**config.mk**
```make
export PLATFORM = sky130hd
export DESIGN_NAME = timer_device
export DESIGN_NICKNAME = d
export VERILOG_FILES = /design/src/rtl/timer_device_pkg.sv /design/src/rtl/timer_device.sv
export SDC_FILE = /design/constraint.sdc
export NUM_CORES = 1
export LEC_CHECK = 0
export CAP_MARGIN = 20
export CORE_MARGIN = 5
export CORE_UTILIZATION = 58
export DETAILED_ROUTE_END_ITERATION = 8
export PLACE_DENSITY = 0.86
export SLEW_MARGIN = 20
export SYNTH_ARGS = -nofsm -noshare
export SYNTH_HDL_FRONTEND = slang
export SYNTH_SLANG_ARGS = --single-unit
```
**constraint.sdc**
```tcl
create_clock -name clk -period 3.33 [get_ports clk]
set_input_delay 0.333 -clock clk [delete_from_list [all_inputs] [get_ports clk]]
set_output_delay 0.333 -clock clk [all_outputs]
set_load 0.02 [all_outputs]
```
**src/rtl/timer_device_pkg.sv**
```systemverilog
// rtl/timer_device_pkg.sv - shared FSM encoding, register map and CTRL field layout for timer_device
`timescale 1ns/1ps
package timer_device_pkg;

  typedef enum logic [1:0] {
    ST_IDLE = 2'd0,
    ST_LOAD = 2'd1,
    ST_CNT  = 2'd2,
    ST_INT  = 2'd3
  } state_e;

  localparam logic [1:0] ADDR_CTRL   = 2'd0;
  localparam logic [1:0] ADDR_PRESET = 2'd1;
  localparam logic [1:0] ADDR_COUNT  = 2'd2;

  localparam int CTRL_EN      = 0;
  localparam int CTRL_MODE_LO = 1;
  localparam int CTRL_MODE_HI = 2;
  localparam int CTRL_IM      = 3;

  localparam logic [1:0] MODE_ONESHOT = 2'b00;
  localparam logic [1:0] MODE_AUTO    = 2'b01;

  // Reserved mode codes (1x) fold onto one-shot.
  function automatic logic [1:0] mode_eff(input logic [1:0] mode);
    return (mode == MODE_AUTO) ? MODE_AUTO : MODE_ONESHOT;
  endfunction

endpackage

```
**src/rtl/timer_device.sv**
```systemverilog
// rtl/timer_device.sv - programmable down-counter timer with one-shot/auto-reload modes and masked IRQ
`timescale 1ns/1ps
module timer_device
  import timer_device_pkg::*;
(
  input  logic        clk,
  input  logic        rst,
  input  logic [1:0]  Addr,
  input  logic        Write_Enabled,
  input  logic [31:0] Data_In,
  output logic [31:0] Data_Out,
  output logic        IRQ
);

  state_e      state_q, state_d;
  logic [3:0]  ctrl_q, ctrl_d;
  logic [31:0] preset_q, preset_d;
  logic [31:0] count_q, count_d;
  logic        pend_q, pend_d;

  logic wr_ctrl, wr_preset, unmask;

  assign wr_ctrl   = Write_Enabled && (Addr == ADDR_CTRL);
  assign wr_preset = Write_Enabled && (Addr == ADDR_PRESET);
  // Turning IM on is how software unmasks a latched interrupt, so it must not acknowledge it.
  assign unmask    = wr_ctrl && !ctrl_q[CTRL_IM] && Data_In[CTRL_IM];

  always_comb begin
    state_d  = state_q;
    ctrl_d   = ctrl_q;
    preset_d = preset_q;
    count_d  = count_q;
    pend_d   = pend_q;

    if (wr_preset) preset_d = Data_In;
    if ((wr_ctrl && !unmask) || wr_preset) pend_d = 1'b0;

    case (state_q)
      ST_IDLE: begin
        if (ctrl_q[CTRL_EN]) state_d = ST_LOAD;
      end
      ST_LOAD: begin
        count_d = preset_q;
        state_d = ST_CNT;
      end
      ST_CNT: begin
        if (!ctrl_q[CTRL_EN]) begin
          state_d = ST_IDLE;
        end else if (count_q <= 32'd1) begin
          count_d = 32'd0;
          pend_d  = 1'b1;
          state_d = ST_INT;
        end else begin
          count_d = count_q - 32'd1;
        end
      end
      ST_INT: begin
        if (mode_eff(ctrl_q[CTRL_MODE_HI:CTRL_MODE_LO]) == MODE_AUTO) begin
          pend_d  = 1'b0;
          state_d = ST_LOAD;
        end else begin
          ctrl_d[CTRL_EN] = 1'b0;
          state_d         = ST_IDLE;
        end
      end
      default: state_d = ST_IDLE;
    endcase

    // Applied last so a software CTRL write overrides the hardware Enable clear.
    if (wr_ctrl) ctrl_d = Data_In[3:0];
  end

  always_ff @(posedge clk or negedge rst) begin
    if (!rst) begin
      state_q  <= ST_IDLE;
      ctrl_q   <= 4'd0;
      preset_q <= 32'd0;
      count_q  <= 32'd0;
      pend_q   <= 1'b0;
    end else begin
      state_q  <= state_d;
      ctrl_q   <= ctrl_d;
      preset_q <= preset_d;
      count_q  <= count_d;
      pend_q   <= pend_d;
    end
  end

  always_comb begin
    case (Addr)
      ADDR_CTRL:   Data_Out = {28'd0, ctrl_q};
      ADDR_PRESET: Data_Out = preset_q;
      ADDR_COUNT:  Data_Out = count_q;
      default:     Data_Out = 32'd0;
    endcase
  end

  assign IRQ = pend_q & ctrl_q[CTRL_IM];

endmodule

```
==> flow_summary_export.csv <==
group,metric,value,unit
status,status,"completed",
logic_synthesis,post_synth_inst_count,408,
hold_path,worstHoldPathType,"in2async",
detailed_routing,totalWireLength,11300,um
logic_synthesis,yosysUniqueCellTypes,51,
detailed_routing,drt-wirelength-per-cell,19.9,um
layout,final_cell_area,5070,um2
logic_synthesis,ys_warn_count,0,
timing,slew_viol_final,0,
worst_setup_path,timing.critical_path.mode_cell,"sky130_fd_sc_hd__clkdlybuf4s50_1",
layout,final_core_util,74.2,%
logic_synthesis,postSynth.topFlopCell,"sky130_fd_sc_hd__dfrtp_1",
die,placeableCoreArea,6830,um2
global_route,grtUsageTotal,26.9,%
timing,fin_skew,0.0134,ns
layout,instances_no_fill,569,
logic_synthesis,most_area_consuming_cells_after_synthesis,"sky130_fd_sc_hd__dfrtp_1 (43%), sky130_fd_sc_hd__mux2_2 (9.3%), sky130_fd_sc_hd__a22o_1 (6.4%)",
clocking,number_of_clock_buffers_inserted_by_tritoncts,9,
logic_synthesis,sequential_area_share_after_synthesis,43.2,%
logic_synthesis,synth.top_cell.area_share,43.2,%
placed_design,portBuffers,69,
logic_synthesis,synth_top_area_cell,"sky130_fd_sc_hd__dfrtp_1",
layout,register_area,1780,um2
logic_synthesis,average_cell_area_after_synthesis,10.1,um2
clocking,clock_tree_from_tritoncts,"done",
placed_design,place_congestion,0.948,
layout,diodes,0,
detailed_routing,drt_iter0_markers,321,
timing,max_slew_margin,47.5,%
worst_setup_path,ordered_list_of_cells_on_the_worst_path,"clkdlybuf4s50_1 > nor2b_2 > buf_4 > a22o_1 > clkdlybuf4s50_1",
detailed_routing,drc_errors,0,
clocking,post-cts-setup-buffer-count,0,
placed_design,placedInstanceArea,4890,um2
logic_synthesis,number_of_synthesized_flops_with_an_enable_pin,0,
worst_setup_path,crit_buf_inv,3,
worst_setup_path,crit_path_start_kind,"primary input",
worst_setup_path,crit_path_max_fo,32,
worst_setup_path,endpoint_kind,"output pin",
global_route,number_of_antenna_violations_at_the_first_check_in_global_routing,0,
clocking,cts_resized,0,
die,core.rowCount,30,
logic_synthesis,post_synthesis_async_set_or_reset_flop_share,100,%
pwr,power.static_leakage,2.00,nW
timing,setup_viol,0,
worst_setup_path,slowest_stage,"sky130_fd_sc_hd__clkdlybuf4s50_1",
detailed_routing,ant_nets,0,
logic_synthesis,yosys_register_bits,71,
clocking,ctsHoldBuffers,0,
timing,totalNegativeSetupSlack,0,ns
placed_design,dp_cells,553,
clocking,cts.htree.levels,3,
logic_synthesis,synth.cell_area,4110,um2
clocking,clock_path_buffers,2,
timing,final_hold_viol_count,0,
worst_setup_path,critical_path_depth,5,
die,die_y,94.2,um
worst_setup_path,r2r.worst_path.cells,5,
worst_setup_path,cpPeakStageDelay,0.61,ns
die,dieArea,8870,um2
die,io-pin-count,70,
timing,holdWs,0.0426,ns
pwr,vdd_ir_drop_max,0.000401,V
detailed_routing,via_per_inst,6.74,
global_route,grt_max_degree,42,
detailed_routing,wl_met1,4750,um
layout,filler_cell_count,512,
worst_setup_path,cell_class_contributing_the_biggest_share_of_worst_path_delay,"buffers and inverters",
layout,layout.nets,507,
logic_synthesis,syn-num-nets,447,
clocking,cts.clk_slew.worst_paths,0.07,ns
worst_setup_path,worst-endpoint-arrival,2.31,ns
global_route,first_global_vias,3692,
run,drv_cap,0,
worst_setup_path,worst-setup-path-type,"in2out",
timing,achievable-frequency,378,MHz
layout,syn2layout_area_growth,23.3,%
timing,finalCriticalPeriod,2.65,ns
pwr,power_per_cell_area,774,nW/um2
worst_setup_path,worst-endpoint-required,3.00,ns
detailed_routing,dr.max_layer_used,"met4",
detailed_routing,route.met3.wl,1070,um
layout,drive_gt1_share,17.3,%
placed_design,hpwlAfterDp,7820,um
detailed_routing,drt_pre_antenna_iters,5,
clocking,clock-sinks,71,
detailed_routing,wl_met2,5280,um
clocking,clk_root_buffer_cell,"sky130_fd_sc_hd__clkbuf_8",
die,die_w,94.2,um
timing,post-route-period-util,79.5,%
timing,rsz0062_at_grt,"no",
timing,tightest_slew,0.780,ns
global_route,grt_first_pass_wirelength,19000,um
global_route,gr-total-overflow,0,
clocking,insertion_delay,0.36,ns
die,floorplan.initialDensity,60.2,%
detailed_routing,vias,3836,
layout,multiInputGateArea,2150,um2
-- cell families (layout without fill, tap and decap cells) --
group | count (synthesis) | after routing | synth area share (%)
AND/OR/NAND/NOR | 140 | 140 | 18.9
AO/OA/AOI/OAI | 112 | 112 | 21.6
flip-flops | 71 | 71 | 43.2
buffers and inverters | 42 | 107 | 4.69
multiplexers | 41 | 41 | 11.0
adder cells (fa/ha/maj) | 2 | 2 | 0.608
-- state kept, by name, summed over array words and instances, names as in the netlist --
signal,count
count_q,32
preset_q,32
state_q,2
ctrl_q,4
pend_q,1
-- cells in the final DEF, fill, tap and decap left out, drive strengths merged, types with 5 or more instances in the layout --
| cell type | synthesis | final |
|---|---|---|
| dfrtp | 71 | 71 |
| clkdlybuf4s50 | 0 | 68 |
| mux2 | 34 | 34 |
| nand2 | 33 | 33 |
| a22o | 30 | 30 |
| nor2 | 19 | 19 |
| o21ai | 17 | 17 |
| a32oi | 16 | 16 |
| nor4 | 16 | 16 |
| buf | 10 | 16 |
| nand3 | 14 | 14 |
| clkbuf | 25 | 11 |
| nor3 | 11 | 11 |
| or4 | 10 | 10 |
| nand4 | 9 | 9 |
| inv | 7 | 7 |
| mux2i | 7 | 7 |
| a22oi | 7 | 7 |
| o31ai | 7 | 7 |
| o211ai | 7 | 7 |
| a221o | 7 | 7 |
| or3 | 5 | 5 |
| nor2b | 5 | 5 |
-- per-layer routing --
metal | vias to the layer above | track usage [%]
li1 | 1715 | -
met3 | 27 | 5.05
met5 | - | 0
met2 | 221 | 41.9
met1 | 1873 | 37.6
met4 | 0 | 9.27
-- Yosys cell counts (all sizes together), types with 2 or more instances --
cell type	count
o211ai	7
dfrtp	71
nand3b	4
a32oi	16
a22oi	7
a31oi	3
a31o	4
and2	2
or3	5
nor3	11
nor2b	5
a22o	30
nand2b	3
nor3b	2
o311ai	3
mux2	34
or4	10
nand3	14
clkbuf	25
and4	2
o21ai	17
nor2	19
mux2i	7
a21oi	2
nand4	9
o31ai	7
ha	2
o41ai	2
nand2	33
inv	7
or2	3
a221o	7
nor4	16
buf	10
-- per-stage QoR --
stage	power, mW	setup WS, ns
after floorplan	2.68	1.13
after global placement	3.18	0.735
after detailed placement	3.24	0.700
after CTS	3.88	0.696
after global routing	4.17	0.578
final	3.92	0.683
-- where the power goes --
group	switching [mW]	total, mW	internal, mW
registers	0.462	1.61	1.15
clock network	0.341	0.650	0.308
logic	0.887	1.66	0.771
total	1.69	3.92	2.23
-- layout make-up --
cell class	count	share of cell area [%]
Clock buffer	11	2.99
Clock inverter	5	0.642
Sequential cell	71	35.0
Tap cell	96	2.37
Multi-Input combinational cell	295	42.4
Inverter	7	0.518
Timing Repair Buffer	84	16.0
-- path summary, 6_finish.rpt --
kind	startpoint	end	slack, ns
min reg2reg	ctrl_q[2]	ctrl_q[2]	0.54
max in group asynchronous	rst	preset_q[22]	2.62
max reg2reg	count_q[10]	count_q[7]	0.75
min	rst	count_q[27]	0.04
min in group clk	ctrl_q[2]	ctrl_q[2]	0.54
max	Addr[1]	Data_Out[21]	0.68
Power figures use the tool's default switching activity.
